<file path="src/rtl/hazard_pkg.sv">
// hazard_pkg: shared widths, forward-source constants and scoreboard entry type for hazard_ctrl
package hazard_pkg;

    localparam int TW = 2;
    localparam int RW = 5;

    localparam int FWD_GRF = 0;
    localparam int ST_E    = 1;
    localparam int ST_M    = 2;
    localparam int ST_W    = 3;

    typedef struct packed {
        logic          v;
        logic [RW-1:0] a3;
        logic [TW-1:0] tnew;
    } sb_entry_t;

    // One pipeline step older: remaining Tnew drops by one and sticks at zero.
    function automatic sb_entry_t sb_age(sb_entry_t e);
        sb_entry_t r;
        r      = e;
        r.tnew = (e.tnew == '0) ? '0 : e.tnew - 1'b1;
        return r;
    endfunction

endpackage

</file>
<file path="src/rtl/hazard_ctrl_if.sv">
// hazard_ctrl_if: D-stage hazard query bundle between the decode stage and hazard_ctrl
import hazard_pkg::*;

interface hazard_ctrl_if #(
    parameter int NSTAGE = 3,
    parameter int TW     = hazard_pkg::TW,
    parameter int RW     = hazard_pkg::RW
);
    localparam int FW = $clog2(NSTAGE + 1);

    logic          d_valid;
    logic [RW-1:0] d_a1;
    logic [RW-1:0] d_a2;
    logic [TW-1:0] d_tuse1;
    logic [TW-1:0] d_tuse2;
    logic [RW-1:0] d_a3;
    logic [TW-1:0] d_tnew;
    logic          d_md_start;
    logic          d_md_div;
    logic          d_md_use;
    logic          stall;
    logic [FW-1:0] fwd1_sel;
    logic [FW-1:0] fwd2_sel;
    logic          md_busy;

    modport master (
        output d_valid, d_a1, d_a2, d_tuse1, d_tuse2, d_a3, d_tnew,
               d_md_start, d_md_div, d_md_use,
        input  stall, fwd1_sel, fwd2_sel, md_busy
    );

    modport slave (
        input  d_valid, d_a1, d_a2, d_tuse1, d_tuse2, d_a3, d_tnew,
               d_md_start, d_md_div, d_md_use,
        output stall, fwd1_sel, fwd2_sel, md_busy
    );

endinterface

</file>
<file path="src/rtl/md_busy_counter.sv">
// md_busy_counter: down-counter that keeps the mult/div unit marked busy after a start
module md_busy_counter #(
    parameter int MULT_CYC = 5,
    parameter int DIV_CYC  = 10
) (
    input  logic clk,
    input  logic rst_n,
    input  logic start,
    input  logic is_div,
    output logic busy
);
    localparam int CW = $clog2(DIV_CYC + 1);

    logic [CW-1:0] cnt_q, cnt_d;

    // Load on an accepted start, otherwise count down to zero and hold.
    always_comb begin
        cnt_d = start ? (is_div ? CW'(DIV_CYC) : CW'(MULT_CYC))
                      : (cnt_q != '0 ? cnt_q - 1'b1 : cnt_q);
    end

    // Counter register; reset abandons any running operation.
    always_ff @(posedge clk or negedge rst_n) begin
        if (!rst_n) cnt_q <= '0;
        else        cnt_q <= cnt_d;
    end

    assign busy = (cnt_q != '0);

endmodule

</file>
<file path="src/rtl/hazard_ctrl.sv">
// hazard_ctrl: scoreboard-based stall and D-stage forward-select controller with MD busy tracking
module hazard_ctrl
    import hazard_pkg::*;
#(
    parameter int NSTAGE   = 3,
    parameter int TW       = hazard_pkg::TW,
    parameter int RW       = hazard_pkg::RW,
    parameter int MULT_CYC = 5,
    parameter int DIV_CYC  = 10
) (
    input  logic          clk,
    input  logic          rst_n,
    hazard_ctrl_if.slave  hz
);
    localparam int FW = $clog2(NSTAGE + 1);

    sb_entry_t     sb_q [1:NSTAGE];
    sb_entry_t     sb_d [1:NSTAGE];
    logic [NSTAGE:1] hit1, hit2;
    logic [RW-1:0] a1, a2;
    logic [FW-1:0] k1, k2;
    logic [TW-1:0] t1, t2;
    logic          st1, st2, stall_md, md_start;

    assign a1 = hz.d_a1;
    assign a2 = hz.d_a2;

    // Stage 1 takes the D instruction (or a bubble when stalled); older stages age by one.
    assign sb_d[ST_E] = '{v:    hz.d_valid & ~hz.stall & (hz.d_a3 != '0),
                          a3:   hz.d_a3,
                          tnew: hz.d_tnew};

    for (genvar k = 2; k <= NSTAGE; k++) begin : g_shift
        assign sb_d[k] = sb_age(sb_q[k-1]);
    end

    for (genvar k = 1; k <= NSTAGE; k++) begin : g_hit
        assign hit1[k] = sb_q[k].v && (sb_q[k].a3 == a1) && (a1 != '0);
        assign hit2[k] = sb_q[k].v && (sb_q[k].a3 == a2) && (a2 != '0);
    end

    // Scoreboard register; reset empties every stage.
    always_ff @(posedge clk or negedge rst_n) begin
        if (!rst_n) begin
            for (int k = 1; k <= NSTAGE; k++) sb_q[k] <= '0;
        end else begin
            for (int k = 1; k <= NSTAGE; k++) sb_q[k] <= sb_d[k];
        end
    end

    // Youngest matching stage wins: scan oldest to youngest so the last write sticks.
    always_comb begin
        k1 = '0;
        k2 = '0;
        t1 = '0;
        t2 = '0;
        for (int k = NSTAGE; k >= 1; k--) begin
            if (hit1[k]) begin
                k1 = FW'(k);
                t1 = sb_q[k].tnew;
            end
            if (hit2[k]) begin
                k2 = FW'(k);
                t2 = sb_q[k].tnew;
            end
        end
    end

    // Stall when a producer is not ready in time or HI/LO is still being computed; forward only ready results.
    always_comb begin
        st1         = (k1 != '0) && (t1 > hz.d_tuse1);
        st2         = (k2 != '0) && (t2 > hz.d_tuse2);
        stall_md    = hz.d_valid & (hz.d_md_start | hz.d_md_use) & hz.md_busy;
        hz.stall    = hz.d_valid & (st1 | st2 | stall_md);
        hz.fwd1_sel = (!hz.stall && k1 != '0 && t1 == '0) ? k1 : FW'(FWD_GRF);
        hz.fwd2_sel = (!hz.stall && k2 != '0 && t2 == '0) ? k2 : FW'(FWD_GRF);
    end

    assign md_start = hz.d_valid & hz.d_md_start & ~hz.stall;

    md_busy_counter #(
        .MULT_CYC (MULT_CYC),
        .DIV_CYC  (DIV_CYC)
    ) u_md (
        .clk    (clk),
        .rst_n  (rst_n),
        .start  (md_start),
        .is_div (hz.d_md_div),
        .busy   (hz.md_busy)
    );

endmodule

</file>
<file path="src/flat_wrapper.sv">
// flat-port wrapper written by rule: the top's interface ports become plain ports
module hazard_ctrl_flat import hazard_pkg::*;
#(
    parameter int NSTAGE   = 3,
    parameter int TW       = hazard_pkg::TW,
    parameter int RW       = hazard_pkg::RW,
    parameter int MULT_CYC = 5,
    parameter int DIV_CYC  = 10
)
  (clk, rst_n, hz_d_valid, hz_d_a1, hz_d_a2, hz_d_tuse1, hz_d_tuse2, hz_d_a3, hz_d_tnew, hz_d_md_start, hz_d_md_div, hz_d_md_use, hz_stall, hz_fwd1_sel, hz_fwd2_sel, hz_md_busy);
  hazard_ctrl_if #(.NSTAGE(NSTAGE), .TW(TW), .RW(RW)) hz_i ();
  input  logic clk;
  input  logic rst_n;
  input wire logic [$bits(hz_i.d_valid)-1:0] hz_d_valid;
  input wire logic [$bits(hz_i.d_a1)-1:0] hz_d_a1;
  input wire logic [$bits(hz_i.d_a2)-1:0] hz_d_a2;
  input wire logic [$bits(hz_i.d_tuse1)-1:0] hz_d_tuse1;
  input wire logic [$bits(hz_i.d_tuse2)-1:0] hz_d_tuse2;
  input wire logic [$bits(hz_i.d_a3)-1:0] hz_d_a3;
  input wire logic [$bits(hz_i.d_tnew)-1:0] hz_d_tnew;
  input wire logic [$bits(hz_i.d_md_start)-1:0] hz_d_md_start;
  input wire logic [$bits(hz_i.d_md_div)-1:0] hz_d_md_div;
  input wire logic [$bits(hz_i.d_md_use)-1:0] hz_d_md_use;
  output wire logic [$bits(hz_i.stall)-1:0] hz_stall;
  output wire logic [$bits(hz_i.fwd1_sel)-1:0] hz_fwd1_sel;
  output wire logic [$bits(hz_i.fwd2_sel)-1:0] hz_fwd2_sel;
  output wire logic [$bits(hz_i.md_busy)-1:0] hz_md_busy;
  assign hz_i.d_valid = hz_d_valid;
  assign hz_i.d_a1 = hz_d_a1;
  assign hz_i.d_a2 = hz_d_a2;
  assign hz_i.d_tuse1 = hz_d_tuse1;
  assign hz_i.d_tuse2 = hz_d_tuse2;
  assign hz_i.d_a3 = hz_d_a3;
  assign hz_i.d_tnew = hz_d_tnew;
  assign hz_i.d_md_start = hz_d_md_start;
  assign hz_i.d_md_div = hz_d_md_div;
  assign hz_i.d_md_use = hz_d_md_use;
  assign hz_stall = hz_i.stall;
  assign hz_fwd1_sel = hz_i.fwd1_sel;
  assign hz_fwd2_sel = hz_i.fwd2_sel;
  assign hz_md_busy = hz_i.md_busy;
  hazard_ctrl #(.NSTAGE(NSTAGE), .TW(TW), .RW(RW), .MULT_CYC(MULT_CYC), .DIV_CYC(DIV_CYC)) u_core (.clk(clk), .rst_n(rst_n), .hz(hz_i));
endmodule
</file>
<file path="config.mk">
export PLATFORM = sky130hd
export DESIGN_NAME = hazard_ctrl_flat
export DESIGN_NICKNAME = d
export VERILOG_FILES = /design/src/rtl/hazard_pkg.sv /design/src/rtl/hazard_ctrl_if.sv /design/src/rtl/md_busy_counter.sv /design/src/rtl/hazard_ctrl.sv /design/src/flat_wrapper.sv
export SDC_FILE = /design/constraint.sdc
export NUM_CORES = 1
export LEC_CHECK = 0
export ABC_CLOCK_PERIOD_IN_PS = 6750
export CORE_MARGIN = 8
export CORE_UTILIZATION = 35
export DETAILED_ROUTE_END_ITERATION = 16
export GPL_TIMING_DRIVEN = 0
export MAX_ROUTING_LAYER = met4
export SYNTH_ARGS = -nofsm -noshare
export SYNTH_HDL_FRONTEND = slang
export SYNTH_SLANG_ARGS = --single-unit
</file>
<file path="constraint.sdc">
create_clock -name clk -period 6.75 [get_ports clk]
set_clock_uncertainty 0.1 [all_clocks]
set_input_delay 0.675 -clock clk [delete_from_list [all_inputs] [get_ports clk]]
set_output_delay 0.675 -clock clk [all_outputs]
set_load 0.01 [all_outputs]
</file>
* Word level (Yosys, flattened, before mapping)
Cells that the tools add are included.
Operators by class: reductions and logical operators 30, add/sub/neg operators 3, bitwise logic cells 11, equal/unequal tests 6, $lt $le $gt $ge 2, multiplexer cells 19
Operators with widths (count):
- $mux W2 | 16
- $eq A5 B5 Y1 | 6
- $logic_and A1 B1 Y1 | 18
- $reduce_bool A5 Y1 | 3
- $mux W4 | 3
- $logic_not A2 Y1 | 4
- $and A1 B1 Y1 | 7
- $reduce_bool A2 Y1 | 3
- $gt A2 B2 Y1 | 2
- $reduce_bool A4 Y1 | 1
- $sub A2 B1 Y2 const B | 2
- $sub A4 B1 Y4 const B | 1
- $or A1 B1 Y1 | 3
- $logic_not A1 Y1 | 1
- $not A1 Y1 | 1
Word-level totals: register bits 28, output and inout bits 6, bits of input ports 27, logic and storage cells 81

* Longest topological paths before layout
word-level depth 15, gate-level depth with buffers 13, depth with buffers taken out 13

* Modules after synthesis
A second synthesis with hierarchy kept.
Second synthesis, totals: cell total of the unflattened synthesis 157, area, all modules 1721.7 sq um
Modules (own cells, without submodules):
- hazard_ctrl | times used 1, sequential area each 600.6 sq um, cells an instance 130, area an instance 1462.7 sq um
- md_busy_counter | times used 1, sequential area each 100.1 sq um, cells an instance 27, area an instance 259.0 sq um

* Worst setup path after synthesis
Ideal clock, no wire load.
kind input to output, start point in hz_d_a1[2], end point out hz_fwd2_sel[0], setup slack 2.729 ns, stages 12, required time 5.975 ns, arrival 3.246 ns, path through clkbuf_1 -> xnor2_1 -> nand4_1 -> or2_2 -> a311oi_1 -> nor2_1 -> ha_1 -> nor2b_1 -> o21ai_0 -> a31o_2 -> a31oi_4 -> nor4_1
On the way: longest elaborated chain between the ends 15
RTL lines:
- start: declaration | line flat_wrapper.sv:15 | input wire logic [$bits(hz_i.d_a1)-1:0] hz_d_a1;
- $eq A5 B5 Y1 | line hazard_ctrl.sv:38 | assign hit1[k] = sb_q[k].v && (sb_q[k].a3 == a1) && (a1 != '0);
- $logic_and A1 B1 Y1 (2 in a row) | line hazard_ctrl.sv:38
- $mux W2 (3 in a row) | line hazard_ctrl.sv:58 | if (hit1[k]) begin
- $gt A2 B2 Y1 / $reduce_bool A2 Y1 (equally long branches) | line hazard_ctrl.sv:71 | st1 = (k1 != '0) && (t1 > hz.d_tuse1);
- $logic_and A1 B1 Y1 (*) | line hazard_ctrl.sv:71
- $or A1 B1 Y1 (*) (2 in a row) | line hazard_ctrl.sv:74 | hz.stall = hz.d_valid & (st1 | st2 | stall_md);
- $and A1 B1 Y1 (*) | line hazard_ctrl.sv:74
- via hz_stall | line flat_wrapper.sv:24 | output wire logic [$bits(hz_i.stall)-1:0] hz_stall;
- $logic_not A1 Y1 (*) | line hazard_ctrl.sv:76 | hz.fwd2_sel = (!hz.stall && k2 != '0 && t2 == '0) ? k2 : FW'(FWD_GRF);
- $logic_and A1 B1 Y1 (*) (2 in a row) | line hazard_ctrl.sv:76
- $mux W2 (*) | line hazard_ctrl.sv:76
- end: declaration | line flat_wrapper.sv:26 | output wire logic [$bits(hz_i.fwd2_sel)-1:0] hz_fwd2_sel;
Mark *: on every way through the listed nets, which the timed path passes. The rest lies on a longest branch.

* Worst setup path after layout
start point in hz_d_a1[3], end point out hz_fwd2_sel[0]
On the way: longest elaborated chain between the ends 15
RTL lines (line):
- $eq A5 B5 Y1 | hazard_ctrl.sv:38
- $logic_and A1 B1 Y1 (2 in a row) | hazard_ctrl.sv:38
- $mux W2 (3 in a row) | hazard_ctrl.sv:58
- $gt A2 B2 Y1 / $reduce_bool A2 Y1 (equally long branches) | hazard_ctrl.sv:71
- $logic_and A1 B1 Y1 (*) | hazard_ctrl.sv:71
- $or A1 B1 Y1 (*) (2 in a row) | hazard_ctrl.sv:74
- $and A1 B1 Y1 (*) | hazard_ctrl.sv:74
- $logic_not A1 Y1 (*) | hazard_ctrl.sv:76
- $logic_and A1 B1 Y1 (*) (2 in a row) | hazard_ctrl.sv:76
- $mux W2 (*) | hazard_ctrl.sv:76
Every way passes the cells marked *; elsewhere a longest branch is shown, timed or not.

==> impl_metrics.toml <==
[sta]
report.final.slew_viol_count = 0
whs_ns = 0.310
setup_ws_ns = 1.51
period_share_pct = 77.7
worst-slew-pin-transition_ns = 0.613
max_freq_mhz = 191
rsz0062_at_grt = "no"
slew_headroom_pct = 59.1
hold_violations = 0
fin_tns_setup_ns = 0
finalSetupViolCount = 0
fin_crit_ns = 5.24

[cells_and_area]
antenna_cells = 0
finish.utilization_pct = 45.0
multiInputGateArea_um2 = 913
num-fill-cells = 443
area.sequential_um2 = 701
final_cell_mix = "xnor2_1 (32), clkdlybuf4s50_1 (30), dfrtp_1 (28), nor2_1 (11), inv_1 (10)"
layout_commonest_cell = "xnor2_1"
area_delta_synth_final_pct = 25.9
layout-drive-gt1-share_pct = 9.90
postLayoutCellArea_um2 = 2080
nets = 226

[place]
io_buffers = 31
place_ws_ns = 1.49
globalplace.congestion = 0.805
place_area_um2 = 2030
dp_hpwl_um = 3070

[clock_network]
htree_levels = 1
cts_buffers = 3
cts.repair.resized = 0
cts_tree = "built"
clock_latency_ns = 0.27
numClockSinks = 28
cts_setup_buffers = 0
cts-root-buf = "clkbuf_8"
clockBufferDepth = 2
clkTransAtPathRegs_ns = 0.10
cts_hold_buf = 0

[synth]
avgSynthCellArea_um2 = 10.5
ys_ff_latch = 28
synth.distinct_cells = 37
syn_area_um2 = 1660
synthArstFlopShare_pct = 100
synth.yosys.seq_area_share_pct = 42.3
synth_nets = 190
ys.flop_type = "dfrtp_1"
synth_edf_count = 0
synth_warnings = 0
synth_cells = 157

[power_and_ir_drop]
power.leakage_nw = 0.806
power_density_nw_per_um2 = 207
irDropWorstVdd_mv = 0.155

[drt]
drt_pre_antenna_iters = 4
wl_per_cell_um = 14.9
wl_um = 3660
viasPerCell = 5.14
detail-route-antenna-nets = 0
drtIter0Drc = 62
via_count = 1264
drc = 0

[critical_path]
path_cells = "clkdlybuf4s50_1 > or4_4 > nor2_1 > nor3_1 > a311oi_1 > nor2_1 > ha_1 > nor2b_1 > o21ai_0 > a31o_2 > a31oi_4 > nor4_1 > clkdlybuf4s50_1"
worstSetupPathType = "primary input to output pin"
crit_path_end_kind = "output pin"
critPathRequiredTime_ns = 5.97
rrSetupSlack_ns = 3.64
worst-path-max-fanout = 5
slowest_stage = "clkdlybuf4s50_1"
cp.arrival_ns = 4.47
slowest_delay_ns = 0.60
startpoint_type = "primary input"

[global_routing]
grt_antenna_before_repair = 0
grt_max_degree = 29
grt.busiest_layer = "met2"
grt_use_met1_pct = 13.5
grt_pass1_wl_um = 6240
met2_usage_pct = 18.4
grt_pass1_vias = 1365
gr-total-overflow = 0
track_usage_pct = 11.0
grt_use_met3_pct = 1.66

[die]
die_h_um = 84.8
die_area_um2 = 7190
start_util_pct = 35.8
pin_count = 33
core_um2 = 4630
die_w_um = 84.8
fp-row-count = 25

[status]
outcome = "finished, final reports clean"

[job]
max_cap_viol_count = 0

[worst_hold_path]
hold_path.class = "primary input to asynchronous set/reset pin"
per-stage QoR:
step	power (W)	cells
4_1_cts	0.000437	246
3_3_place_gp	0.000327	242
3_5_place_dp	0.000335	242
6_report	0.000431	246
2_1_floorplan	0.000287	157
5_1_grt	0.000463	246
flip-flops by register name, indices dropped and copies added (netlist names):
| register | count |
|---|---|
| u_core.sb_d | 12 |
| u_core.sb_q | 12 |
| u_core.u_md.cnt_q | 4 |
path summary, 6_finish.rpt:
| check | start | end | depth (start not counted) |
|---|---|---|---|
| worst min-delay path | rst_n | u_core.u_md.cnt_q[3]$_DFFE_PN0P_ | 1 |
| worst min register to register | u_core.sb_d[15]$_DFF_PN0_ | u_core.sb_d[7]$_DFF_PN0_ | 0 |
| worst max-delay path | hz_d_a1[3] | hz_fwd2_sel[0] | 13 |
| worst max register to register | u_core.sb_d[3]$_DFF_PN0_ | u_core.u_md.cnt_q[3]$_DFFE_PN0P_ | 11 |
| max in group asynchronous | rst_n | u_core.sb_d[13]$_DFF_PN0_ | 1 |
| min in group clk | u_core.sb_d[15]$_DFF_PN0_ | u_core.sb_d[7]$_DFF_PN0_ | 0 |
power breakdown:
part           internal [W]  switching (W)  total (W)
combinational     0.0000661      0.0000570   0.000123
clock             0.0000521      0.0000492   0.000101
sequential         0.000189      0.0000173   0.000206
kinds of logic after synthesis:
kind of cell	count (synthesis)	synth area share, %
compound gates	21	10.7
xor+xnor	32	16.9
fa+ha+maj	6	4.54
buf+inv	11	2.49
flops	28	42.3
mux	4	2.57
simple gates	55	20.4
routing by layer:
metal / vias up / share of wire (%)
li1: 627 / -
met1: 614 / 47
met2: 21 / 49
met3: 2 / 3.1
met4: 0 / 0.68
met5: - / 0
synthesized netlist by cell type (2+ instances only):
cell type / number / area (um2)
or3_1: 3 / 18.8
nor3_2: 2 / 20.0
and2_1: 2 / 12.5
a21oi_1: 6 / 30.0
or4_4: 2 / 22.5
o22ai_1: 2 / 12.5
nand2_1: 9 / 33.8
nor4_1: 2 / 12.5
nor3_1: 7 / 35.0
a311oi_1: 2 / 17.5
mux2_1: 2 / 22.5
ha_1: 6 / 75.1
or3_2: 2 / 15.0
mux2i_1: 2 / 20.0
o21ai_0: 2 / 10.0
nand4_1: 7 / 43.8
nor2_1: 11 / 41.3
inv_1: 10 / 37.5
xnor2_1: 32 / 280
nor2b_1: 2 / 12.5
dfrtp_1: 28 / 701
worst max-delay path: cells and delay by family:
| kind | cells | cell delay (ns) |
|---|---|---|
| adder cells (fa/ha/maj) | 1 | 0.29 |
| AND/OR/NAND/NOR | 6 | 1.49 |
| buffers and inverters | 2 | 1.10 |
| AO/OA/AOI/OAI | 4 | 0.89 |
final cells by class:
| cell class | instances | share of cell area (%) |
|---|---|---|
| buffer | 1 | 0.180 |
| timing repair buffer | 31 | 14.7 |
| inverter | 10 | 1.80 |
| multi-input combinational | 118 | 43.8 |
| clock buffer | 4 | 2.64 |
| sequential | 28 | 33.6 |
| tap | 54 | 3.24 |
No activity file was read; power rests on OpenSTA's default activity.
